==> src/rtl/mem_readback_dump_if.sv <==
// Request / response / output-stream bundle for mem_readback_dump.
// The master modport is the readback engine; the slave modport is the
// memory model plus the stream consumer.
interface mem_readback_dump_if #(
  parameter int unsigned AddrWidth = 48,
  parameter int unsigned DataWidth = 64
);
  // Read request channel (valid/ready)
  logic                 req_valid_o;
  logic                 req_ready_i;
  logic [AddrWidth-1:0] req_addr_o;
  // Read response channel (in order, no backpressure)
  logic                 rsp_valid_i;
  logic [DataWidth-1:0] rsp_data_i;
  // Output word stream (valid/ready)
  logic                 out_valid_o;
  logic                 out_ready_i;
  logic [DataWidth-1:0] out_data_o;
  logic                 out_last_o;

  modport master (
    output req_valid_o, req_addr_o,
    input  req_ready_i,
    input  rsp_valid_i, rsp_data_i,
    output out_valid_o, out_data_o, out_last_o,
    input  out_ready_i
  );

  modport slave (
    input  req_valid_o, req_addr_o,
    output req_ready_i,
    output rsp_valid_i, rsp_data_i,
    input  out_valid_o, out_data_o, out_last_o,
    output out_ready_i
  );
endinterface

==> src/rtl/mem_readback_dump.sv <==
// Memory readback engine: on start, reads num_words consecutive words from
// base_addr, buffers responses in a small FIFO and streams them out with a
// last flag and a rotate-left-by-one / XOR running checksum.
// Credits (requests in flight + buffered words) are capped at MaxOutstanding,
// so the FIFO of that depth can never overflow.
// Optional simulation checks: define MEM_DUMP_ASSERT_EN.
module mem_readback_dump #(
  parameter int unsigned AddrWidth      = 48,
  parameter int unsigned DataWidth      = 64,
  parameter int unsigned LenWidth       = 32,
  parameter int unsigned MaxOutstanding = 4
) (
  input  logic                 clk_i,
  input  logic                 rst_i,
  input  logic                 start_i,
  input  logic [AddrWidth-1:0] base_addr_i,
  input  logic [LenWidth-1:0]  num_words_i,
  output logic                 busy_o,
  output logic                 done_o,
  output logic [DataWidth-1:0] checksum_o,
  mem_readback_dump_if.master  bus
);

  localparam int unsigned CntW         = $clog2(MaxOutstanding + 1);
  localparam int unsigned PtrW         = (MaxOutstanding > 1) ? $clog2(MaxOutstanding) : 1;
  localparam int unsigned BytesPerWord = DataWidth / 8;

  typedef enum logic [1:0] {S_IDLE, S_ISSUE, S_DRAIN, S_DONE} state_t;

  state_t               r_state;
  logic [AddrWidth-1:0] r_req_addr;
  logic [LenWidth-1:0]  r_len;
  logic [LenWidth-1:0]  r_req_cnt;
  logic [LenWidth-1:0]  r_out_cnt;
  logic [DataWidth-1:0] r_checksum;
  logic [CntW-1:0]      r_credits;
  logic [CntW-1:0]      r_inflight;
  logic [CntW-1:0]      r_count;
  logic [PtrW-1:0]      r_wptr;
  logic [PtrW-1:0]      r_rptr;
  logic [DataWidth-1:0] r_mem [MaxOutstanding];

  logic w_req_fire;
  logic w_out_fire;
  logic w_push;
  logic w_pop;
  logic w_req_last;
  logic w_out_last;

  // Request is offered whenever issuing and a credit is free; credits only
  // drop on a handshake, so an offered request stays up until accepted.
  assign bus.req_valid_o = (r_state == S_ISSUE) && (r_credits != '0);
  assign bus.req_addr_o  = r_req_addr;
  assign bus.out_valid_o = (r_count != '0);
  assign bus.out_data_o  = r_mem[r_rptr];
  assign bus.out_last_o  = bus.out_valid_o && w_out_last;

  assign busy_o     = (r_state == S_ISSUE) || (r_state == S_DRAIN);
  assign done_o     = (r_state == S_DONE);
  assign checksum_o = r_checksum;

  assign w_req_fire = bus.req_valid_o && bus.req_ready_i;
  assign w_out_fire = bus.out_valid_o && bus.out_ready_i;
  // Responses with nothing in flight (e.g. stragglers after a reset) are dropped.
  assign w_push     = bus.rsp_valid_i && (r_inflight != '0);
  assign w_pop      = w_out_fire;
  assign w_req_last = (r_req_cnt == r_len - LenWidth'(1));
  assign w_out_last = (r_out_cnt == r_len - LenWidth'(1));

  // Transfer FSM: sequencing, address/length counters and checksum.
  always_ff @(posedge clk_i or posedge rst_i) begin
    if (rst_i) begin
      r_state    <= S_IDLE;
      r_req_addr <= '0;
      r_len      <= '0;
      r_req_cnt  <= '0;
      r_out_cnt  <= '0;
      r_checksum <= '0;
    end else begin
      if (w_out_fire) begin
        r_out_cnt  <= r_out_cnt + LenWidth'(1);
        r_checksum <= {r_checksum[DataWidth-2:0], r_checksum[DataWidth-1]} ^ bus.out_data_o;
      end
      case (r_state)
        S_IDLE: begin
          if (start_i) begin
            r_req_addr <= base_addr_i;
            r_len      <= num_words_i;
            r_req_cnt  <= '0;
            r_out_cnt  <= '0;
            r_checksum <= '0;
            r_state    <= (num_words_i == '0) ? S_DONE : S_ISSUE;
          end
        end
        S_ISSUE: begin
          if (w_req_fire) begin
            r_req_cnt  <= r_req_cnt + LenWidth'(1);
            r_req_addr <= r_req_addr + AddrWidth'(BytesPerWord);
            if (w_req_last) r_state <= S_DRAIN;
          end
        end
        S_DRAIN: begin
          if (w_out_fire && w_out_last) r_state <= S_DONE;
        end
        default: r_state <= S_IDLE;
      endcase
    end
  end

  // Credit, in-flight and FIFO occupancy bookkeeping.
  always_ff @(posedge clk_i or posedge rst_i) begin
    if (rst_i) begin
      r_credits  <= CntW'(MaxOutstanding);
      r_inflight <= '0;
      r_count    <= '0;
      r_wptr     <= '0;
      r_rptr     <= '0;
    end else begin
      case ({w_req_fire, w_pop})
        2'b10:   r_credits <= r_credits - CntW'(1);
        2'b01:   r_credits <= r_credits + CntW'(1);
        default: r_credits <= r_credits;
      endcase
      case ({w_req_fire, w_push})
        2'b10:   r_inflight <= r_inflight + CntW'(1);
        2'b01:   r_inflight <= r_inflight - CntW'(1);
        default: r_inflight <= r_inflight;
      endcase
      case ({w_push, w_pop})
        2'b10:   r_count <= r_count + CntW'(1);
        2'b01:   r_count <= r_count - CntW'(1);
        default: r_count <= r_count;
      endcase
      if (w_push) r_wptr <= (r_wptr == PtrW'(MaxOutstanding - 1)) ? '0 : r_wptr + PtrW'(1);
      if (w_pop)  r_rptr <= (r_rptr == PtrW'(MaxOutstanding - 1)) ? '0 : r_rptr + PtrW'(1);
    end
  end

  // FIFO storage; cleared on reset so the idle output word reads as zero.
  always_ff @(posedge clk_i or posedge rst_i) begin
    if (rst_i) begin
      for (int i = 0; i < MaxOutstanding; i++) r_mem[i] <= '0;
    end else if (w_push) begin
      r_mem[r_wptr] <= bus.rsp_data_i;
    end
  end

`ifdef MEM_DUMP_ASSERT_EN
  // Protocol sanity checks on responses and start requests.
  always @(posedge clk_i) begin
    if (!rst_i) begin
      if (bus.rsp_valid_i && (r_inflight == '0))
        $error("mem_readback_dump: response with nothing in flight");
      if (start_i && (r_state == S_IDLE) &&
          ((base_addr_i % AddrWidth'(BytesPerWord)) != '0))
        $error("mem_readback_dump: unaligned base address %h", base_addr_i);
      if (start_i && (r_state != S_IDLE))
        $warning("mem_readback_dump: start ignored while busy");
    end
  end

  a_req_stable: assert property (@(posedge clk_i) disable iff (rst_i)
    (bus.req_valid_o && !bus.req_ready_i) |=> (bus.req_valid_o && $stable(bus.req_addr_o)));

  a_no_overflow: assert property (@(posedge clk_i) disable iff (rst_i)
    !(w_push && !w_pop && (r_count == CntW'(MaxOutstanding))));
`endif

endmodule
==> src/flat_wrapper.sv <==
// flat-port wrapper written by rule: the top's interface ports become plain ports
module mem_readback_dump_flat 
#(
  parameter int unsigned AddrWidth      = 48,
  parameter int unsigned DataWidth      = 64,
  parameter int unsigned LenWidth       = 32,
  parameter int unsigned MaxOutstanding = 4
)
  (clk_i, rst_i, start_i, base_addr_i, num_words_i, busy_o, done_o, checksum_o, bus_req_valid_o, bus_req_addr_o, bus_req_ready_i, bus_rsp_valid_i, bus_rsp_data_i, bus_out_valid_o, bus_out_data_o, bus_out_last_o, bus_out_ready_i);
  mem_readback_dump_if #(.AddrWidth(AddrWidth), .DataWidth(DataWidth)) bus_i ();
  input  logic clk_i;
  input  logic rst_i;
  input  logic start_i;
  input  logic [AddrWidth-1:0] base_addr_i;
  input  logic [LenWidth-1:0] num_words_i;
  output logic busy_o;
  output logic done_o;
  output logic [DataWidth-1:0] checksum_o;
  output wire logic [$bits(bus_i.req_valid_o)-1:0] bus_req_valid_o;
  output wire logic [$bits(bus_i.req_addr_o)-1:0] bus_req_addr_o;
  input wire logic [$bits(bus_i.req_ready_i)-1:0] bus_req_ready_i;
  input wire logic [$bits(bus_i.rsp_valid_i)-1:0] bus_rsp_valid_i;
  input wire logic [$bits(bus_i.rsp_data_i)-1:0] bus_rsp_data_i;
  output wire logic [$bits(bus_i.out_valid_o)-1:0] bus_out_valid_o;
  output wire logic [$bits(bus_i.out_data_o)-1:0] bus_out_data_o;
  output wire logic [$bits(bus_i.out_last_o)-1:0] bus_out_last_o;
  input wire logic [$bits(bus_i.out_ready_i)-1:0] bus_out_ready_i;
  assign bus_req_valid_o = bus_i.req_valid_o;
  assign bus_req_addr_o = bus_i.req_addr_o;
  assign bus_i.req_ready_i = bus_req_ready_i;
  assign bus_i.rsp_valid_i = bus_rsp_valid_i;
  assign bus_i.rsp_data_i = bus_rsp_data_i;
  assign bus_out_valid_o = bus_i.out_valid_o;
  assign bus_out_data_o = bus_i.out_data_o;
  assign bus_out_last_o = bus_i.out_last_o;
  assign bus_i.out_ready_i = bus_out_ready_i;
  mem_readback_dump #(.AddrWidth(AddrWidth), .DataWidth(DataWidth), .LenWidth(LenWidth), .MaxOutstanding(MaxOutstanding)) u_core (.clk_i(clk_i), .rst_i(rst_i), .start_i(start_i), .base_addr_i(base_addr_i), .num_words_i(num_words_i), .busy_o(busy_o), .done_o(done_o), .checksum_o(checksum_o), .bus(bus_i));
endmodule
==> config.mk <==
export PLATFORM = sky130hd
export DESIGN_NAME = mem_readback_dump_flat
export DESIGN_NICKNAME = d
export VERILOG_FILES = /design/src/rtl/mem_readback_dump_if.sv /design/src/rtl/mem_readback_dump.sv /design/src/flat_wrapper.sv
export SDC_FILE = /design/constraint.sdc
export NUM_CORES = 1
export LEC_CHECK = 0
export ABC_AREA = 1
export BUFFER_PORTS_ARGS = -buffer_cell sky130_fd_sc_hd__buf_2
export CAP_MARGIN = 20
export CORE_ASPECT_RATIO = 1.5
export CORE_MARGIN = 3
export CORE_UTILIZATION = 25
export CTS_CLUSTER_SIZE = 12
export DETAILED_ROUTE_END_ITERATION = 8
export PLACE_DENSITY = 0.4
export RECOVER_POWER = 100
export SLEW_MARGIN = 10
export SYNTH_ARGS = -nofsm -noshare
export SYNTH_HDL_FRONTEND = slang
export SYNTH_SLANG_ARGS = --single-unit
==> constraint.sdc <==
create_clock -name clk_i -period 21.5 [get_ports clk_i]
set_clock_uncertainty 0.1 [all_clocks]
set_input_delay 4.3 -clock clk_i [delete_from_list [all_inputs] [get_ports clk_i]]
set_output_delay 4.3 -clock clk_i [all_outputs]
set_load 0.01 [all_outputs]
==> flow_summary.json <==
{
  "crit_path_max_fanout": 110,
  "r2r_end": "u_core.checksum_o[5]$_DFF_PP0_",
  "grt_first_pass_wirelength_um": 140000,
  "setup_viol_count_final": 0,
  "synth_area_leaders": "dfrtp_1 (46%), nand2_1 (11%), mux2_2 (8.3%)",
  "fin_crit_sh_pct": 60.2,
  "synth_fp_nets": 3306,
  "max_freq_ghz": 0.0772,
  "pin_count": 331,
  "clk_latency_ns": 0.63,
  "power.density_mw_per_mm2": 155,
  "synthesis.area_sq_mm": 0.0260,
  "clk_pin_slew_ns": 0.06,
  "place_area_sq_mm": 0.0291,
  "die-height_um": 401,
  "synth_most_common_cell": "nand2_1",
  "start_util_pct": 25.2,
  "io_buffers": 330,
  "post_cts_buffers": 0,
  "first_pass_iters": 6,
  "fillers": 11191,
  "synth-edff-count": 0,
  "ctsHtreeMaxLevel": 2,
  "core_region_area_sq_mm": 0.103,
  "rr_worst_depth": 8,
  "ys_top_cells_by_count": "nand2_1 (728), dfrtp_1 (478), inv_1 (408), o21ai_0 (234), nand3_1 (209)",
  "synthCells": 3136,
  "min-delay-start": "u_core.r_inflight[2]$_DFFE_PP0P_",
  "whs_path_depth": 1,
  "cts_max_path_buffers": 3,
  "cp_data_arrival_time_ns": 13.49,
  "violations": "capacitance limit, slew limit",
  "num_rows": 144,
  "hold_path.class": "flip-flop to flip-flop",
  "fin_ws_ns": 8.55,
  "die-width_um": 269,
  "syn-mean-instance-area_sq_um": 8.28,
  "cts_inserted_buffers": 55,
  "drive_gt1_share_pct": 15.3,
  "cts_resized": 0,
  "yosysWarnings": 0,
  "detail_route.drc_violations": 0,
  "root_buffer": "clkbuf_16",
  "tightest_slew_ns": 5.14,
  "die-area_sq_mm": 0.108,
  "path_class": "primary input to asynchronous set/reset pin",
  "yosysUniqueCellTypes": 56,
  "grtUsageTotal_pct": 16.6,
  "wl_um": 90700,
  "synth_top_cell_area_share_pct": 46.1,
  "wl_per_cell_um": 18.7,
  "antenna_found_initial": 22,
  "required_ns": 22.04,
  "grt_pass1_vias": 22666,
  "synth_largest_area_cell": "dfrtp_1",
  "tritoncts": "built",
  "overflow": 0,
  "via_count": 22151,
  "synthArstFlopShare_pct": 100,
  "nets": 3592,
  "vias_per_cell": 4.56,
  "hold_viol": 0,
  "peakVddDrop_mv": 0.0714,
  "fin_area_sq_mm": 0.0305,
  "ant_nets": 0,
  "place_ws_ns": 13.64,
  "r2r_start": "u_core.r_rptr[0]$_DFFE_PP0P_",
  "dpl.hpwl_um": 64200,
  "rsz0062_at_grt": "no",
  "ff2ff_setup_slack_ns": 13.90,
  "layout_min_cycle_time_ns": 12.95,
  "cts.sinks": 479,
  "setup_tns_ns": 0,
  "ys_seq_area_share_pct": 46.2,
  "critPathLaunchType": "primary input",
  "synth_flop_cell": "dfrtp_1",
  "relSlewSlack_pct": -244,
  "grt_start_max_net_pins": 111,
  "gp_congestion": 0.876,
  "synth_seq_cells": 479,
  "max-cap-violations": 26,
  "leakagePower_nw": 13.9,
  "hold_buffers": 0,
  "area_growth_pct": 17.7,
  "drt_iter0_markers": 1075,
  "endpoint_kind": "asynchronous set/reset pin",
  "min_to": "u_core.r_inflight[2]$_DFFE_PP0P_",
  "slew_viol_final": 1384,
  "status": "finished, violations left"
}
==> state kept, by name, summed over array words and instances (netlist names) <==
register	count
u_core.bus.req_addr_o	48
u_core.checksum_o	64
u_core.r_count	3
u_core.r_credits	3
u_core.r_inflight	3
u_core.r_len	32
u_core.r_mem	256
u_core.r_out_cnt	32
u_core.r_req_cnt	32
u_core.r_rptr	2
u_core.r_state	2
u_core.r_wptr	2
==> stage by stage <==
step	utilization [%]	hold WS (ns)	power, mW	instances
after floorplan	-	0.350	3.07	3136
after global placement	28.3	0.350	3.88	4752
after detailed placement	28.3	0.355	3.89	4752
after CTS	30.1	0.370	4.88	4852
after global routing	29.7	0.401	5.19	4852
final	29.7	0.371	4.74	4860
==> worst max path at each step <==
stage | from | to | slack [ns] | cells after the start
2_1_floorplan | rst_i | u_core.bus.req_addr_o[0]$_DFFE_PP0P_ | 3.74 | 1
3_5_place_dp | rst_i | u_core.bus.req_addr_o[18]$_DFFE_PP0P_ | 13.64 | 5
6_report | rst_i | u_core.r_out_cnt[3]$_DFF_PP0_ | 8.55 | 5
4_1_cts | u_core.r_rptr[0]$_DFFE_PP0P_ | bus_out_data_o[3] | 13.35 | 7
5_1_grt | rst_i | u_core.bus.req_addr_o[17]$_DFFE_PP0P_ | 6.63 | 5
3_3_place_gp | rst_i | u_core.bus.req_addr_o[18]$_DFFE_PP0P_ | 13.61 | 5
==> final cells by class <==
class | instances | area [sq um] | share of cell area (%)
Clock inverter | 21 | 179 | 0.586
Inverter | 418 | 1570 | 5.15
Tap cell | 1387 | 1740 | 5.68
Timing Repair Buffer | 354 | 1530 | 5.02
Antenna cell | 8 | 20.0 | 0.0655
Multi-Input combinational cell | 2114 | 11900 | 38.9
Sequential cell | 479 | 12000 | 39.3
Clock buffer | 79 | 1620 | 5.30
==> cells by family after synthesis <==
group	count (synthesis)	synth area share (%)
buffers and inverters	543	7.86
adders and majority gates	20	1.05
DFF	479	46.2
muxes	191	8.28
and+or+nand+nor	1336	22.8
xor gates and xnor gates	87	3.31
AOI/OAI and AO/OA	480	10.6
==> where the power goes <==
group,switching (mW),leakage [nW],internal (mW)
registers,0.343,5.89,1.30
clock network,0.417,0.894,0.535
logic,1.33,7.13,0.810
==> critical path, cell delays in order <==
cell and delay (ns):
clkbuf_1 0.08, clkinvlp_2 2.82, clkbuf_1 2.50, clkbuf_1 2.59
buf_4 0.97
==> placed cells by master, fill, tap and decap left out, drive strengths merged, types with 116 or more instances in the layout <==
cell      n
clkbuf  276
dfrtp   478
nand3   214
buf     157
nand2   744
a21oi   116
nor2    224
o21ai   241
mux2    191
inv     416
==> routing by layer <==
| layer | part of all wire, % | track usage (%) | up-vias |
|---|---|---|---|
| met5 | 0.17 | 0 | - |
| met4 | 3.2 | 5.54 | 22 |
| met3 | 4.8 | 3.33 | 137 |
| met2 | 51 | 30.4 | 422 |
| met1 | 40 | 19.2 | 10745 |
| li1 | - | - | 10825 |
Power figures use the tool's default switching activity.
